$ cat src/rtl/regfile_pkg.sv
// Shared defaults, FSM state encoding and address-width helper for the register file.
// Latency: n/a (declarations only).
// Backpressure: n/a.
package regfile_pkg;

    localparam int          DEF_DW       = 32;
    localparam int          DEF_DEPTH    = 32;
    localparam int          DEF_NR       = 2;
    localparam int          DEF_NW       = 1;
    localparam bit          DEF_ZERO_R0  = 1'b1;
    localparam bit          DEF_BYPASS   = 1'b1;
    localparam int unsigned DEF_INIT_VAL = 0;

    // INIT sweeps INIT_VAL through the array; RUN serves normal traffic.
    typedef enum logic {
        ST_INIT = 1'b0,
        ST_RUN  = 1'b1
    } state_e;

    // A one-entry array still needs a one-bit address bus.
    function automatic int addr_width(input int depth);
        return (depth > 1) ? $clog2(depth) : 1;
    endfunction

endpackage

$ cat src/rtl/regfile_init_seq.sv
// Post-reset init sequencer: walks init_addr over 0..DEPTH-1, then raises ready.
// Latency: ready rises DEPTH cycles after the first edge with rst low.
// Backpressure: none; the sweep advances one entry per cycle unless rst is high.
// Ports: clk, rst (sync, active-high) -> init_we/init_addr (sweep write), ready (RUN).
module regfile_init_seq
    import regfile_pkg::*;
#(
    parameter int DEPTH = DEF_DEPTH,
    parameter int AW    = addr_width(DEPTH)
) (
    input  logic          clk,
    input  logic          rst,
    output logic          init_we,
    output logic [AW-1:0] init_addr,
    output logic          ready
);

    localparam logic [AW-1:0] LAST = AW'(DEPTH - 1);

    // Power-up value keeps ready a clean 0 before the first reset.
    state_e        state_q = ST_INIT;
    state_e        state_d;
    logic [AW-1:0] cnt_q = '0;
    logic [AW-1:0] cnt_d;

    always_comb begin
        state_d   = state_q;
        cnt_d     = cnt_q;
        init_we   = 1'b0;
        init_addr = cnt_q;
        case (state_q)
            ST_INIT: begin
                // Gate with rst so a held reset neither advances nor writes.
                init_we = ~rst;
                if (cnt_q == LAST) begin
                    state_d = ST_RUN;
                    cnt_d   = '0;
                end else begin
                    cnt_d = cnt_q + AW'(1);
                end
            end
            ST_RUN: begin
                state_d = ST_RUN;
            end
            default: begin
                state_d = ST_INIT;
                cnt_d   = '0;
            end
        endcase
    end

    always_ff @(posedge clk) begin
        if (rst) begin
            state_q <= ST_INIT;
            cnt_q   <= '0;
        end else begin
            state_q <= state_d;
            cnt_q   <= cnt_d;
        end
    end

    assign ready = (state_q == ST_RUN);

endmodule

$ cat src/rtl/regfile_mp.sv
// Multi-port register file with init sweep, optional r0 hardwiring and write-to-read bypass.
// Latency: writes land on the next edge; reads are combinational (0 cycles).
// Backpressure: none; writes and reads are dropped/zeroed while ready is low.
// Ports: clk, rst (sync, active-high); we/waddr/wdata (NW packed write ports);
//        raddr/rdata (NR packed read ports); ready (high once init sweep is done).
module regfile_mp
    import regfile_pkg::*;
#(
    parameter int            DW       = DEF_DW,
    parameter int            DEPTH    = DEF_DEPTH,
    parameter int            NR       = DEF_NR,
    parameter int            NW       = DEF_NW,
    parameter bit            ZERO_R0  = DEF_ZERO_R0,
    parameter bit            BYPASS   = DEF_BYPASS,
    parameter logic [DW-1:0] INIT_VAL = DW'(DEF_INIT_VAL),
    localparam int           AW       = addr_width(DEPTH)
) (
    input  logic             clk,
    input  logic             rst,
    input  logic [NW-1:0]    we,
    input  logic [NW*AW-1:0] waddr,
    input  logic [NW*DW-1:0] wdata,
    input  logic [NR*AW-1:0] raddr,
    output logic [NR*DW-1:0] rdata,
    output logic             ready
);

    localparam logic [AW:0] DEPTH_W = (AW + 1)'(DEPTH);

    logic [DW-1:0] mem_q [DEPTH];
    logic [DW-1:0] mem_d [DEPTH];
    logic          init_we;
    logic [AW-1:0] init_addr;

    regfile_init_seq #(
        .DEPTH (DEPTH),
        .AW    (AW)
    ) u_init_seq (
        .clk       (clk),
        .rst       (rst),
        .init_we   (init_we),
        .init_addr (init_addr),
        .ready     (ready)
    );

    // Address is backed by storage and is not the hardwired-zero entry.
    function automatic logic addr_live(input logic [AW-1:0] a);
        return ({1'b0, a} < DEPTH_W) && !(ZERO_R0 && (a == '0));
    endfunction

    // Write path: later ports overwrite earlier ones, so port NW-1 wins a tie.
    always_comb begin : wr_path
        logic [AW-1:0] wa;
        wa    = '0;
        mem_d = mem_q;
        if (init_we) begin
            mem_d[init_addr] = INIT_VAL;
        end else if (ready) begin
            for (int k = 0; k < NW; k++) begin
                wa = waddr[k*AW +: AW];
                if (we[k] && addr_live(wa)) begin
                    mem_d[wa] = wdata[k*DW +: DW];
                end
            end
        end
    end

    // Storage is deliberately not reset; the init sweep is what clears it.
    always_ff @(posedge clk) begin
        mem_q <= mem_d;
    end

    // Read path: bypass scans ports in the same order as the write path so the
    // forwarded value matches what will actually be stored.
    always_comb begin : rd_path
        logic [AW-1:0] ra;
        logic [DW-1:0] rd;
        ra    = '0;
        rd    = '0;
        rdata = '0;
        for (int j = 0; j < NR; j++) begin
            ra = raddr[j*AW +: AW];
            rd = '0;
            if (ready && addr_live(ra)) begin
                rd = mem_q[ra];
                if (BYPASS) begin
                    for (int k = 0; k < NW; k++) begin
                        if (we[k] && (waddr[k*AW +: AW] == ra)) begin
                            rd = wdata[k*DW +: DW];
                        end
                    end
                end
            end
            rdata[j*DW +: DW] = rd;
        end
    end

endmodule

$ cat config.mk
export PLATFORM = sky130hd
export DESIGN_NAME = regfile_mp
export DESIGN_NICKNAME = d
export VERILOG_FILES = /design/src/rtl/regfile_pkg.sv /design/src/rtl/regfile_init_seq.sv /design/src/rtl/regfile_mp.sv
export SDC_FILE = /design/constraint.sdc
export NUM_CORES = 2
export LEC_CHECK = 0
export ABC_AREA = 0
export BUFFER_PORTS_ARGS = -buffer_cell sky130_fd_sc_hd__buf_2
export CAP_MARGIN = 5
export CORE_MARGIN = 5
export CORE_UTILIZATION = 54
export DETAILED_ROUTE_END_ITERATION = 10
export PLACE_DENSITY_LB_ADDON = 0.08
export SYNTH_ARGS = -nofsm -noshare
export SYNTH_HDL_FRONTEND = slang
export SYNTH_SLANG_ARGS = --single-unit
$ cat constraint.sdc
create_clock -name clk -period 5.2 [get_ports clk]
set_input_delay 0.52 -clock clk [delete_from_list [all_inputs] [get_ports clk]]
set_output_delay 0.52 -clock clk [all_outputs]
set_load 0.05 [all_outputs]
==> results.txt <==
outcome = completed
final WL = 245 mm
Final Hold Viols = 0
Worst IR Drop VDD = 0.250 mV
cell taking the most area after synthesis = edfxtp_1
row count = 122
detailed-route via count = 47800
worst path cell trace = buf_4, buf_4, nor2_4, buf_4, a22oi_1, a211oi_1, buf_4, a211o_1, buf_12
worst slew pin tran = 1.44 ns
GPL Wtd Cong = 0.926
Antenna Nets Post-Route = 0
Req. time, crit path = 4.68 ns
mean post-synth cell area = 14.5 um2
Setup Viol. Count Final = 0
CP Max Fanout = 60
Synthesized Nets = 4223
Worst-Skew Late Latency = 0.72 ns
CTS tree = done
initial drt markers = 7822
Crit Path Class = in2out
top cells by area, synth = edfxtp_1 (51%), a22o_1 (14%), mux4_2 (13%), mux2i_1 (5.2%), buf_2 (2.2%)
Resized cells post-CTS = 0
global-route wire length before repair = 344 mm
Nets = 4081
Gate Count Post-Synth = 4168
CP dominant cell by count = buf_4
met3 WL = 40.7 mm
initial antenna violation count = 10
unrepaired setup endpoints after global routing = false
Die Area = 119000 um2
Max H-tree Level = 3
Worst Setup Slack, final = 0.740 ns
FF+latch count, synth = 1030
Final min period = 4.46 ns
clk slew on worst S/H paths = 0.06 ns
DP HPWL = 140 mm
DRT Pass-1 Iters = 9
Max Slew Vio Count = 0
Clk Tree Root Cell = clkbuf_16
gr ovfl total = 0
MaxCap Viol Count = 0
share of cells above drive strength 1 = 24.6%
Die H = 345 um
Arr. time, crit path = 3.94 ns
CTS Hold Bufs = 0
CTS Sinks = 1030
Vias/cell = 8.52
slowest library cell on the worst path = a211oi_1
Clock Skew = 0.0296 ns
DR WL met2 = 105 mm
most common cell after layout, fill and taps aside = edfxtp_1
HP Class = in2reg
IO Count = 115
r2r setup slk = 2.07 ns
Top Layer Used = met5
r2r startpoint = u_init_seq.ready$_SDFF_PP0_
Num CTS Buffers = 113
Pleak = 24.8 nW
post-synth top area share = 50.8%
hold_sp = rst
port buffer count = 114
Std-Cell Core Area = 111000 um2
gr usage total = 40.1%
sequential fraction of the synthesis area = 51.0%
pre-CTS setup slack = 0.994 ns
starting density of the core = 54.6%
Worst setup startpoint = raddr[7]
Metal-1 WL = 82.5 mm
filler cell count = 8332
Synth Warn # = 0
vias in the first global route = 47200
final core occ = 60.3%
total chip power = 21.7 mW
WL/cell = 43.7 um
highest clock rate = 0.224 GHz
Final period util = 85.8%
Synth Cell Area = 60500 um2
CP Capture Type = primary output
largest net degree at the start of global routing = 74
Post-CTS Setup Bufs = 0
slew margin rel. = 3.80%
drc violations = 0
Distinct cells, synth = 55
synthesis-to-layout area growth = 10.6%
P per Cell Area = 324 nW/um2
Worst setup SP type = input port
most frequent cells in the layout = edfxtp_1 (1024), a22o_1 (992), mux4_2 (357)
setup TNS = 0 ns
Die W = 345 um
crit-path max cell delay = 0.85 ns
Clock Tree Buf Depth = 3
==> stage by stage <==
stage               std cells  hold WS (ns)  cell area, um2
floorplan                4168         0.515           60500
global placement         5398         0.553           63200
detailed placement       5398         0.558           63200
CTS                      5606        0.0344           66900
global route             5607        0.0778           66900
finish                   5611        0.0644           66900
==> power by group <==
group | total [mW] | internal [mW] | switching [mW]
Clock | 8.30 | 4.80 | 3.50
Combinational | 3.17 | 1.23 | 1.93
Sequential | 10.2 | 9.77 | 0.421
==> area by class of cell <==
type / count / area, um2 / share of cell area, %
Timing Repair Buffer: 329 / 2840 / 4.25
Multi-Input combinational cell: 2545 / 27600 / 41.3
Sequential cell: 1030 / 30900 / 46.1
Inverter: 7 / 26.3 / 0.0393
Antenna cell: 4 / 10.0 / 0.0150
Clock inverter: 66 / 703 / 1.05
Tap cell: 1488 / 1860 / 2.78
Clock buffer: 142 / 3000 / 4.48
==> final timing paths <==
| check | endpoint | depth (start not counted) |
|---|---|---|
| setup / recovery | rdata[51] | 9 |
| hold / removal | u_init_seq.init_addr[2]$_SDFFE_PP0N_ | 2 |
| setup reg to reg | mem_q[899]$_DFFE_PP_ | 4 |
| hold reg to reg | u_init_seq.init_addr[3]$_SDFFE_PP0N_ | 2 |
==> critical path: cells and delay by family <==
kind            cells  cell delay [ns]
simple gates        1             0.60
compound gates      3             1.14
buf+inv             5             1.63
==> metal layers <==
metal	vias up	GRT usage (%)
li1	17700	-
met1	24100	51.2
met2	4930	59.0
met3	1093	16.1
met4	8	21.3
met5	-	0.0817
==> Yosys cell counts (all sizes together) <==
cell,instances
a2111oi,31
a211o,62
a211oi,63
a21oi,99
a221o,1
a221oi,125
a22o,992
a22oi,93
a31oi,33
a32o,32
and2,33
and3,2
and3b,2
buf,356
clkbuf,230
clkinv,1
dfxtp,6
edfxtp,1024
ha,5
inv,6
mux2,33
mux2i,317
mux4,357
nand2,12
nand2b,4
nand3,8
nand3b,5
nand4,2
nor2,45
nor2b,34
nor3,7
nor3b,4
o211ai,2
o21ai,4
o21bai,63
o221ai,31
o22ai,1
o311ai,1
o31ai,27
or2,3
or3,2
xnor2,9
xor2,1
==> flip-flops by register name (all words and copies together) (netlist names) <==
signal / count
u_init_seq.ready: 1
mem_q: 1024
u_init_seq.init_addr: 5
==> cell families after synthesis <==
family,count (synthesis),share of synthesized area (%)
compound gates,1660,23.1
xor+xnor,10,0.145
fa+ha+maj,5,0.103
buf+inv,593,5.06
flops,1030,51.0
mux,707,19.1
simple gates,163,1.46
Note: power is estimated with default switching activity, not from simulation.
